[config.mk]
export PLATFORM = sky130hd
export DESIGN_NAME = instr_align_decompress
export DESIGN_NICKNAME = d
export VERILOG_FILES = /design/src/rtl/instr_align_decompress_pkg.sv /design/src/rtl/instr_decompress.sv /design/src/rtl/instr_align_decompress.sv
export SDC_FILE = /design/constraint.sdc
export NUM_CORES = 1
export LEC_CHECK = 0
export ABC_AREA = 1
export ABC_CLOCK_PERIOD_IN_PS = 4410
export CORE_UTILIZATION = 55
export CTS_CLUSTER_DIAMETER = 80
export DETAILED_ROUTE_END_ITERATION = 16
export MAX_ROUTING_LAYER = met4
export PLACE_DENSITY = 0.81
export SYNTH_ARGS = -nofsm -noshare
export SYNTH_HDL_FRONTEND = slang
export SYNTH_SLANG_ARGS = --single-unit
[constraint.sdc]
create_clock -name clk -period 4.41 [get_ports clk]
set_clock_uncertainty 0.1 [all_clocks]
set_input_delay 0.6615 -clock clk [delete_from_list [all_inputs] [get_ports clk]]
set_output_delay 0.6615 -clock clk [all_outputs]
set_load 0.01 [all_outputs]
[src/rtl/instr_align_decompress_pkg.sv]
// rtl/instr_align_decompress_pkg.sv - RVC encodings, 32-bit opcodes and aligner constants
package instr_align_decompress_pkg;

   localparam int         W_HALF      = 16;
   localparam logic [1:0] RV_OP_32BIT = 2'b11;

   typedef enum logic [1:0] {
      RV_C_Q0 = 2'b00,
      RV_C_Q1 = 2'b01,
      RV_C_Q2 = 2'b10,
      RV_C_Q3 = 2'b11
   } rv_c_quadrant_e;

   localparam logic [2:0] RV_C_ADDI4SPN = 3'b000;
   localparam logic [2:0] RV_C_LW       = 3'b010;
   localparam logic [2:0] RV_C_SW       = 3'b110;
   localparam logic [2:0] RV_C_ADDI     = 3'b000;
   localparam logic [2:0] RV_C_JAL      = 3'b001;
   localparam logic [2:0] RV_C_LI       = 3'b010;
   localparam logic [2:0] RV_C_LUI      = 3'b011;
   localparam logic [2:0] RV_C_MISC_ALU = 3'b100;
   localparam logic [2:0] RV_C_J        = 3'b101;
   localparam logic [2:0] RV_C_BEQZ     = 3'b110;
   localparam logic [2:0] RV_C_BNEZ     = 3'b111;
   localparam logic [2:0] RV_C_SLLI     = 3'b000;
   localparam logic [2:0] RV_C_LWSP     = 3'b010;
   localparam logic [2:0] RV_C_JR_ADD   = 3'b100;
   localparam logic [2:0] RV_C_SWSP     = 3'b110;

   localparam logic [6:0]  RV_NOZ_OP_IMM = 7'b0010011;
   localparam logic [6:0]  RV_NOZ_OP     = 7'b0110011;
   localparam logic [6:0]  RV_NOZ_LUI    = 7'b0110111;
   localparam logic [6:0]  RV_NOZ_LOAD   = 7'b0000011;
   localparam logic [6:0]  RV_NOZ_STORE  = 7'b0100011;
   localparam logic [6:0]  RV_NOZ_BRANCH = 7'b1100011;
   localparam logic [6:0]  RV_NOZ_JAL    = 7'b1101111;
   localparam logic [6:0]  RV_NOZ_JALR   = 7'b1100111;
   localparam logic [31:0] RV_NOZ_EBREAK = 32'h0010_0073;

   // Compressed 3-bit register fields address x8..x15.
   function automatic logic [4:0] rvc_reg(input logic [2:0] r);
      return {2'b01, r};
   endfunction

endpackage

[src/rtl/instr_decompress.sv]
// rtl/instr_decompress.sv - RV32C to RV32I expander; flags illegal/reserved encodings
module instr_decompress
   import instr_align_decompress_pkg::*;
#(
   parameter bit PASSTHROUGH = 1'b0
) (
   input  logic [31:0] instr_raw,
   output logic [31:0] instr_data,
   output logic        is_32bit,
   output logic        invalid
);

   logic [15:0] c;
   logic [4:0]  rd;
   logic [4:0]  rs2;
   logic [4:0]  rdp;
   logic [4:0]  rs2p;

   assign c    = instr_raw[15:0];
   assign rd   = c[11:7];
   assign rs2  = c[6:2];
   assign rdp  = rvc_reg(c[9:7]);
   assign rs2p = rvc_reg(c[4:2]);

   always_comb begin
      instr_data = instr_raw;
      is_32bit   = 1'b1;
      invalid    = 1'b0;
      if (!PASSTHROUGH && instr_raw[1:0] != RV_OP_32BIT) begin
         is_32bit   = 1'b0;
         instr_data = {16'h0000, c};
         case (rv_c_quadrant_e'(c[1:0]))
            RV_C_Q0: begin
               case (c[15:13])
                  RV_C_ADDI4SPN: begin
                     instr_data = {2'b00, c[10:7], c[12:11], c[5], c[6], 2'b00, 5'd2, 3'b000, rs2p, RV_NOZ_OP_IMM};
                     invalid    = (c[12:5] == 8'h00);
                  end
                  RV_C_LW:
                     instr_data = {5'b0, c[5], c[12:10], c[6], 2'b00, rdp, 3'b010, rs2p, RV_NOZ_LOAD};
                  RV_C_SW:
                     instr_data = {5'b0, c[5], c[12], rs2p, rdp, 3'b010, c[11:10], c[6], 2'b00, RV_NOZ_STORE};
                  default: invalid = 1'b1;
               endcase
            end
            RV_C_Q1: begin
               case (c[15:13])
                  RV_C_ADDI:
                     instr_data = {{7{c[12]}}, c[6:2], rd, 3'b000, rd, RV_NOZ_OP_IMM};
                  RV_C_JAL, RV_C_J:
                     instr_data = {c[12], c[8], c[10:9], c[6], c[7], c[2], c[11], c[5:3], c[12], {8{c[12]}},
                                   4'b0000, ~c[15], RV_NOZ_JAL};
                  RV_C_LI:
                     instr_data = {{7{c[12]}}, c[6:2], 5'd0, 3'b000, rd, RV_NOZ_OP_IMM};
                  RV_C_LUI: begin
                     invalid = ({c[12], c[6:2]} == 6'd0);
                     if (rd == 5'd2)
                        instr_data = {{3{c[12]}}, c[4:3], c[5], c[2], c[6], 4'b0000, 5'd2, 3'b000, 5'd2, RV_NOZ_OP_IMM};
                     else
                        instr_data = {{15{c[12]}}, c[6:2], rd, RV_NOZ_LUI};
                  end
                  RV_C_MISC_ALU: begin
                     case (c[11:10])
                        2'b00, 2'b01: begin
                           instr_data = {1'b0, c[10], 5'b0, c[6:2], rdp, 3'b101, rdp, RV_NOZ_OP_IMM};
                           invalid    = c[12];
                        end
                        2'b10:
                           instr_data = {{7{c[12]}}, c[6:2], rdp, 3'b111, rdp, RV_NOZ_OP_IMM};
                        default: begin
                           invalid = c[12];
                           case (c[6:5])
                              2'b00:   instr_data = {7'b0100000, rs2p, rdp, 3'b000, rdp, RV_NOZ_OP};
                              2'b01:   instr_data = {7'b0000000, rs2p, rdp, 3'b100, rdp, RV_NOZ_OP};
                              2'b10:   instr_data = {7'b0000000, rs2p, rdp, 3'b110, rdp, RV_NOZ_OP};
                              default: instr_data = {7'b0000000, rs2p, rdp, 3'b111, rdp, RV_NOZ_OP};
                           endcase
                        end
                     endcase
                  end
                  default:
                     instr_data = {c[12], {3{c[12]}}, c[6:5], c[2], 5'd0, rdp, 2'b00, c[13], c[11:10], c[4:3],
                                   c[12], RV_NOZ_BRANCH};
               endcase
            end
            RV_C_Q2: begin
               case (c[15:13])
                  RV_C_SLLI: begin
                     instr_data = {7'b0, c[6:2], rd, 3'b001, rd, RV_NOZ_OP_IMM};
                     invalid    = c[12];
                  end
                  RV_C_LWSP: begin
                     instr_data = {4'b0, c[3:2], c[12], c[6:4], 2'b00, 5'd2, 3'b010, rd, RV_NOZ_LOAD};
                     invalid    = (rd == 5'd0);
                  end
                  RV_C_JR_ADD: begin
                     if (rs2 != 5'd0)
                        instr_data = {7'b0, rs2, (c[12] ? rd : 5'd0), 3'b000, rd, RV_NOZ_OP};
                     else if (rd == 5'd0) begin
                        // c.ebreak is expanded but still flagged so decode raises the trap.
                        instr_data = RV_NOZ_EBREAK;
                        invalid    = 1'b1;
                     end else
                        instr_data = {12'b0, rd, 3'b000, 4'b0000, c[12], RV_NOZ_JALR};
                  end
                  RV_C_SWSP:
                     instr_data = {4'b0, c[8:7], c[12], c[6:2], 5'd2, 3'b010, c[11:9], 2'b00, RV_NOZ_STORE};
                  default: invalid = 1'b1;
               endcase
            end
            default: invalid = 1'b1;
         endcase
      end
   end

endmodule

[src/rtl/instr_align_decompress.sv]
// rtl/instr_align_decompress.sv - halfword fetch buffer, instruction alignment, RVC expansion and PC tracking
module instr_align_decompress
   import instr_align_decompress_pkg::*;
#(
   parameter bit                PASSTHROUGH  = 1'b0,
   parameter int                DEPTH        = 2,
   parameter int                W_ADDR       = 32,
   parameter logic [W_ADDR-1:0] RESET_VECTOR = '0
) (
   input  logic              clk,
   input  logic              rst,
   input  logic              fetch_valid,
   output logic              fetch_ready,
   input  logic [31:0]       fetch_data,
   input  logic              jump_valid,
   input  logic [W_ADDR-1:0] jump_target,
   output logic              instr_valid,
   input  logic              instr_ready,
   output logic [31:0]       instr_data,
   output logic [W_ADDR-1:0] instr_pc,
   output logic              instr_is_32bit,
   output logic              instr_invalid
);

   localparam int N_HW  = 2 * DEPTH;
   localparam int W_LVL = $clog2(N_HW + 1);

   logic [W_HALF-1:0]      hw      [N_HW];
   logic [W_HALF-1:0]      hw_next [N_HW];
   logic [N_HW*W_HALF-1:0] flat;
   logic [N_HW*W_HALF-1:0] shifted;
   logic [W_LVL-1:0]       level;
   logic [W_LVL-1:0]       level_next;
   logic [W_LVL-1:0]       consumed;
   logic [W_LVL-1:0]       remain;
   logic [W_ADDR-1:0]      pc;
   logic                   skip_lo;
   logic                   take;
   logic                   accept;
   logic                   unused_target_lsb;

   assign unused_target_lsb = jump_target[0];

   instr_decompress #(.PASSTHROUGH(PASSTHROUGH)) u_decompress (
      .instr_raw  ({hw[1], hw[0]}),
      .instr_data (instr_data),
      .is_32bit   (instr_is_32bit),
      .invalid    (instr_invalid)
   );

   assign instr_valid = instr_is_32bit ? (level >= W_LVL'(2)) : (level >= W_LVL'(1));
   assign instr_pc    = pc;
   assign take        = instr_valid && instr_ready;
   assign consumed    = take ? (instr_is_32bit ? W_LVL'(2) : W_LVL'(1)) : '0;
   assign remain      = level - consumed;
   assign fetch_ready = (remain <= W_LVL'(N_HW - 2));
   assign accept      = fetch_valid && fetch_ready;

   // Shift out consumed halfwords, then drop the new word in right behind what remains.
   always_comb begin
      for (int i = 0; i < N_HW; i++)
         flat[i*W_HALF +: W_HALF] = hw[i];
      shifted    = flat >> (W_HALF * consumed);
      level_next = remain;
      for (int i = 0; i < N_HW; i++) begin
         hw_next[i] = shifted[i*W_HALF +: W_HALF];
         if (accept) begin
            if (skip_lo) begin
               if (W_LVL'(i) == remain)
                  hw_next[i] = fetch_data[31:16];
            end else begin
               if (W_LVL'(i) == remain)
                  hw_next[i] = fetch_data[15:0];
               if (W_LVL'(i) == remain + W_LVL'(1))
                  hw_next[i] = fetch_data[31:16];
            end
         end
      end
      if (accept)
         level_next = remain + (skip_lo ? W_LVL'(1) : W_LVL'(2));
   end

   always_ff @(posedge clk) begin
      if (rst) begin
         level   <= '0;
         pc      <= RESET_VECTOR;
         skip_lo <= 1'b0;
      end else if (jump_valid) begin
         level   <= '0;
         pc      <= {jump_target[W_ADDR-1:1], 1'b0};
         skip_lo <= PASSTHROUGH ? 1'b0 : jump_target[1];
      end else begin
         level <= level_next;
         if (accept)
            skip_lo <= 1'b0;
         if (take)
            pc <= pc + (instr_is_32bit ? W_ADDR'(4) : W_ADDR'(2));
      end
   end

   // Contents beyond level are never observed, so the data array needs no reset.
   always_ff @(posedge clk) begin
      for (int i = 0; i < N_HW; i++)
         hw[i] <= hw_next[i];
   end

endmodule

Word-level counts from Yosys, hierarchy flattened --
Memory sizes are Yosys's and may differ from the RTL's. Cells that the tools add are included.
Storage, ports and cells: bits in registers 36, RAM bits 64, input bits 69, memories 1
Operators by class: $add $sub $neg 4, order comparisons 3, equality and inequality tests 20, shift operators 1, multiplexer cells 50, bitwise gates (word level) 1, reduce and logical (&&, ||, !) cells 18
Memories:
- hw | words 4, bits a word 16, read ports 4, clocked after memory_dff 0, wr ports 4, RTL line instr_align_decompress.sv:28 | logic [W_HALF-1:0] hw [N_HW];
Operators with widths (count):
- 2-to-1 mux 16 bit | 20
- one-hot mux 32 bit (5 select lines) | 1
- 2-to-1 mux 32 bit | 4
- one-hot mux 32 bit (4 select lines) | 1
- one-hot mux 32 bit (3 select lines) | 1
- one-hot mux 31 bit (3 select lines) | 1
- one-hot mux 30 bit (3 select lines) | 1
- one-hot mux 32 bit (2 select lines) | 1
- right shift 64 x 6 -> 64 bit | 1
- adder 32 x 3 -> 32 bit | 1
- 2-to-1 mux 29 bit | 1
- 2-to-1 mux 21 bit | 1
- == test 2 x 3 -> 1 bit (first input constant) | 4
- == test 3 bit (second input constant) | 3
- logical NOT 3 bit | 3
- logical NOT 8 bit | 1
- 2-to-1 mux 1 bit | 8
- OR reduction 2 bit | 4
- == test 1 x 3 -> 1 bit (first input constant) | 2
- == test 2 x 1 -> 1 bit (second input constant) | 3
- == test 2 bit (second input constant) | 3
- == test 3 x 2 -> 1 bit (second input constant) | 2
- logical NOT 2 bit | 3
- logical NOT 6 bit | 1
- other kinds (20) | 26

Longest topological paths before layout --
Gate-level depths: netlist of the first run. An unclocked memory read counts as a cell.
depth in word-level cells 11, mapped depth 23, mapped depth without buffers 20

By module --
From an unflattened synthesis of the first run, not the netlist that was laid out.
Unflattened totals: cell total of the unflattened synthesis 1703, area total of the unflattened synthesis 9608.0 µm²
By module, submodules not included:
- instr_align_decompress | times used 1, cells each 1288, area each 7741.2 µm², seq. area each 1981.9 µm²
- instr_decompress | times used 1, cells each 415, area each 1866.8 µm², seq. area each 0.0 µm²

Worst setup path after synthesis of the first run --
No wires, ideal clock.
path type register to register, start memory hw[0][0], end memory hw[2][10], setup time 117 ps, data arrival time 3102 ps, required time 4193 ps, path slack 1091 ps, cell stages (with the launch flop) 18, path buffers 3, period minus slack after synthesis 3319 ps, cells stage by stage dfxtp_1 > ha_1 > buf_6 > inv_4 > nand2_2 > nand2_4 > nand2_8 > nor2_8 > buf_4 > ha_1 > fa_1 > nor2_1 > nor2_1 > nand2_1 > inv_2 > o21a_2 > buf_4 > o21ai_1
RTL lines (RTL line):
- start, declared | instr_align_decompress.sv:28

==> results of run 1 <==
registers in the layout, indices dropped and copies added, names as in the netlist:
| register | cells |
|---|---|
| hw | 64 |
| instr_pc | 31 |
| level | 3 |
| skip_lo | 1 |
routing by layer:
| metal | part of all wire [%] | up-vias |
|---|---|---|
| li1 | - | 5639 |
| met1 | 41 | 5201 |
| met2 | 44 | 894 |
| met3 | 11 | 134 |
| met4 | 3.7 | 0 |
| met5 | 0 | - |
cells by family (layout without fill, tap and decap cells):
family | count (synthesis) | after routing
AND/OR/NAND/NOR | 926 | 926
AO/OA/AOI/OAI | 339 | 339
buffers and inverters | 259 | 343
flip-flops | 99 | 99
adder cells (fa/ha/maj) | 11 | 11
XOR/XNOR | 11 | 11
other | 1 | 1
synth_stat cells (2+ instances only):
library cell / n
a211oi_1: 4
a21oi_1: 110
a22o_1: 17
a22oi_1: 2
a31oi_1: 23
and3_1: 2
buf_1: 12
buf_2: 30
buf_4: 11
buf_6: 6
clkbuf_1: 39
dfxtp_1: 99
fa_1: 3
ha_1: 8
inv_1: 152
inv_2: 7
nand2_1: 565
nand2_2: 7
nand3_1: 168
nand3_2: 9
nand3b_1: 3
nand4_1: 43
nor2_1: 104
nor2_4: 6
nor3_1: 13
nor3b_1: 2
o211ai_1: 35
o21ai_0: 100
o21ai_1: 26
o221ai_1: 8
o22ai_1: 5
o31ai_1: 2
xnor2_1: 2
xor2_1: 9
power breakdown:
| group | internal [mW] | leakage (nW) | switching, mW |
|---|---|---|---|
| sequential | 1.20 | 0.825 | 0.423 |
| combinational | 1.70 | 4.06 | 2.99 |
| clock | 0.400 | 0.139 | 0.427 |
| total | 3.31 | 5.02 | 3.84 |
cell type report:
cell class / count / area share [%]
clock buffers: 9 / 2.055
clock inverters: 7 / 0.6508
inverters: 161 / 5.538
multi-input cells: 1288 / 56.71
flip-flops and latches: 99 / 18.10
well taps: 220 / 2.512
repair buffers: 166 / 14.43
worst max-delay path by stage:
stage | to | slack [ps] | depth (start not counted)
after detailed placement | hw[0][7] | 620 | 17
after floorplan | hw[2][10] | 1090 | 17
after global placement | hw[0][14] | 690 | 17
after CTS | fetch_ready | 460 | 8
after global routing | instr_data[17] | 230 | 9
final | instr_data[17] | 340 | 9
worst min-delay path, stage by stage, from the launching register on:
cell     delay, ps
dfxtp_1        330
nand3_1         80
nand2_1         50
per-stage QoR:
| step | hold slack [ps] | power [mW] | setup WS [ps] |
|---|---|---|---|
| finish | 401.8 | 7.144 | 341.4 |
| floorplan | 363.3 | 4.526 | 1091 |
| CTS | 402.8 | 6.969 | 458.7 |
| global route | 429.4 | 7.604 | 226.5 |
| global placement | 375.4 | 6.069 | 685.9 |
| detailed placement | 389.1 | 6.135 | 620.7 |
==> results_dict.tcl, run 1 <==
set metrics [dict create \
    synth_top_family_by_area "simple AND/OR/NAND/NOR gates" \
    synth-main-ff-cell "dfxtp_1" \
    min_path_type "flop to flop" \
    dp.cells 1934 \
    layout_commonest_cell "nand2_1" \
    cpPeakStageDelay_ps 600 \
    status "completed" \
    place_congestion 0.9914 \
    drt_pre_antenna_iters 8 \
    cts_max_level 3 \
    synth_compound_area_share_pct 21.06 \
    period_share_pct 92.26 \
    antenna_cells 0 \
    maxSlewViolCount 0 \
    yosysWarningCount 0 \
    grt_overflow 0 \
    power_density_mw_per_mm2 651.9 \
    start_kind "flop" \
    port_buffers 134 \
    min_path_cells 2 \
    cts_hold_buf 0 \
    placed_area_mm2 0.01066 \
    timing.rr.end "hw[0][14]" \
    fin_util_pct 66.31 \
    ios 137 \
    p_leak_nw 5.020 \
    crit_type "flop to primary output" \
    wl_per_cell_um 17.88 \
    hp-start "hw[3][15]" \
    r2r_start "hw[0][1]" \
    dieArea_mm2 0.01742 \
    die_w_um 132.0 \
    rsz0062_at_grt "false" \
    cts-resized-gates 0 \
    cp_max_fo 11 \
    synth_seq_cells 99 \
    fin_tns_setup_ps 0 \
    drt_iter0_drc 1515 \
    vias 11870 \
    peakVddDrop_mv 0.5183 \
    grt_max_degree 83 \
    cts_inserted_buffers 9 \
    initial_core_util_pct 56.24 \
    tightest_slew_ps 1025 \
    cts_tree "done" \
    hold_viol 0 \
    multiInputGateArea_mm2 0.006215 \
    nets 1805 \
    fin_cells 1950 \
    synth-async-reset-ratio_pct 0 \
    drc_errors 0 \
    max_slew_margin_pct 31.61 \
    synth_top_cell_by_area "nand2_1" \
    synthesis.nets 1726 \
    clock_latency_ps 370 \
    synth_xor_area_share_pct 1.037 \
    final_cell_mix "nand2_1 (564), nand3_1 (168), inv_1 (152)" \
    worst_r2r_path_depth 17 \
    nFillCells 1476 \
    period_minus_slack_ps 4069 \
    cts.sinks 99 \
    drive_gt1_share_pct 4.971 \
    syn_area_per_cell_um2 5.646 \
    final_cell_area_mm2 0.01096 \
    grt_use_total_pct 40.80 \
    vias_per_cell 6.086 \
    post-dp-hpwl_mm 25.50 \
    synth.area.mux_share_pct 0 \
    cpLargestDelayFamily "buffers and inverters" \
    grt_use_met3_pct 8.035 \
    rows 47 \
    area_growth_pct 17.92 \
    seq_area_frac_synth_pct 21.33 \
    cp.arrival_ps 3310 \
    synth_top_area_share_pct 22.82 \
    fmax_ghz 0.2458 \
    path_clk_slew_ps 80 \
    core_area_mm2 0.01652 \
    startpoint "hw[0][0]" \
    crit_chain "inv_1 -> ha_1 -> nand2_1 -> inv_1 -> nand3_1 -> o21ai_0 -> nand2_1 -> a31oi_1 -> clkdlybuf4s50_1" \
    min_to "hw[3][15]" \
    grt_pass1_vias 10720 \
    use_met2_pct 62.17 \
    synth_adder_area_share_pct 1.723 \
    die_h_um 132.0 \
    syn-cell-area_mm2 0.009293 \
    finalSetupViolations 0 \
    antenna_found_initial 0 \
    ff2ff_setup_slack_ps 750 \
    yosys.cell_types.count 48 \
    global_route.usage.met1_pct 52.80 \
    clock_path_buffers 2 \
    seq_area_mm2 0.001983 \
    critPathCaptureType "primary output" \
    crit_slowest_cell "clkdlybuf4s50_1" \
    ctsRootBufferMaster "clkbuf_16" \
    grt.busiest_layer "met2" \
    synth-simple-area-share_pct 42.99 \
    max_cap_viol_count 0 \
    cts_setup_buffers 0 \
    required_ps 3650 \
    path_buf_inv 3 \
    synthCells 1646 \
    synthTopCellsByArea "nand2_1 (23%), dfxtp_1 (21%), nand3_1 (9.0%)" \
    drtAntennaViolNets 0 \
    grt_pass1_wl_mm 55.84 \
    totalWireLength_mm 34.87 \
    synth-edff-count 0 \
]
Note: power is estimated with default switching activity, not from simulation.
==> run 2, diff against run 1 <==
--- a/config.mk
+++ b/config.mk
@@ -7,11 +7,13 @@
 export LEC_CHECK = 0
 export ABC_AREA = 1
 export ABC_CLOCK_PERIOD_IN_PS = 4410
+export CAP_MARGIN = 20
 export CORE_UTILIZATION = 55
 export CTS_CLUSTER_DIAMETER = 80
 export DETAILED_ROUTE_END_ITERATION = 16
 export MAX_ROUTING_LAYER = met4
 export PLACE_DENSITY = 0.81
+export SLEW_MARGIN = 25
 export SYNTH_ARGS = -nofsm -noshare
 export SYNTH_HDL_FRONTEND = slang
 export SYNTH_SLANG_ARGS = --single-unit
==> results of run 2 <==
No change in the layout: final DEF, timing and power equal those of run 1.
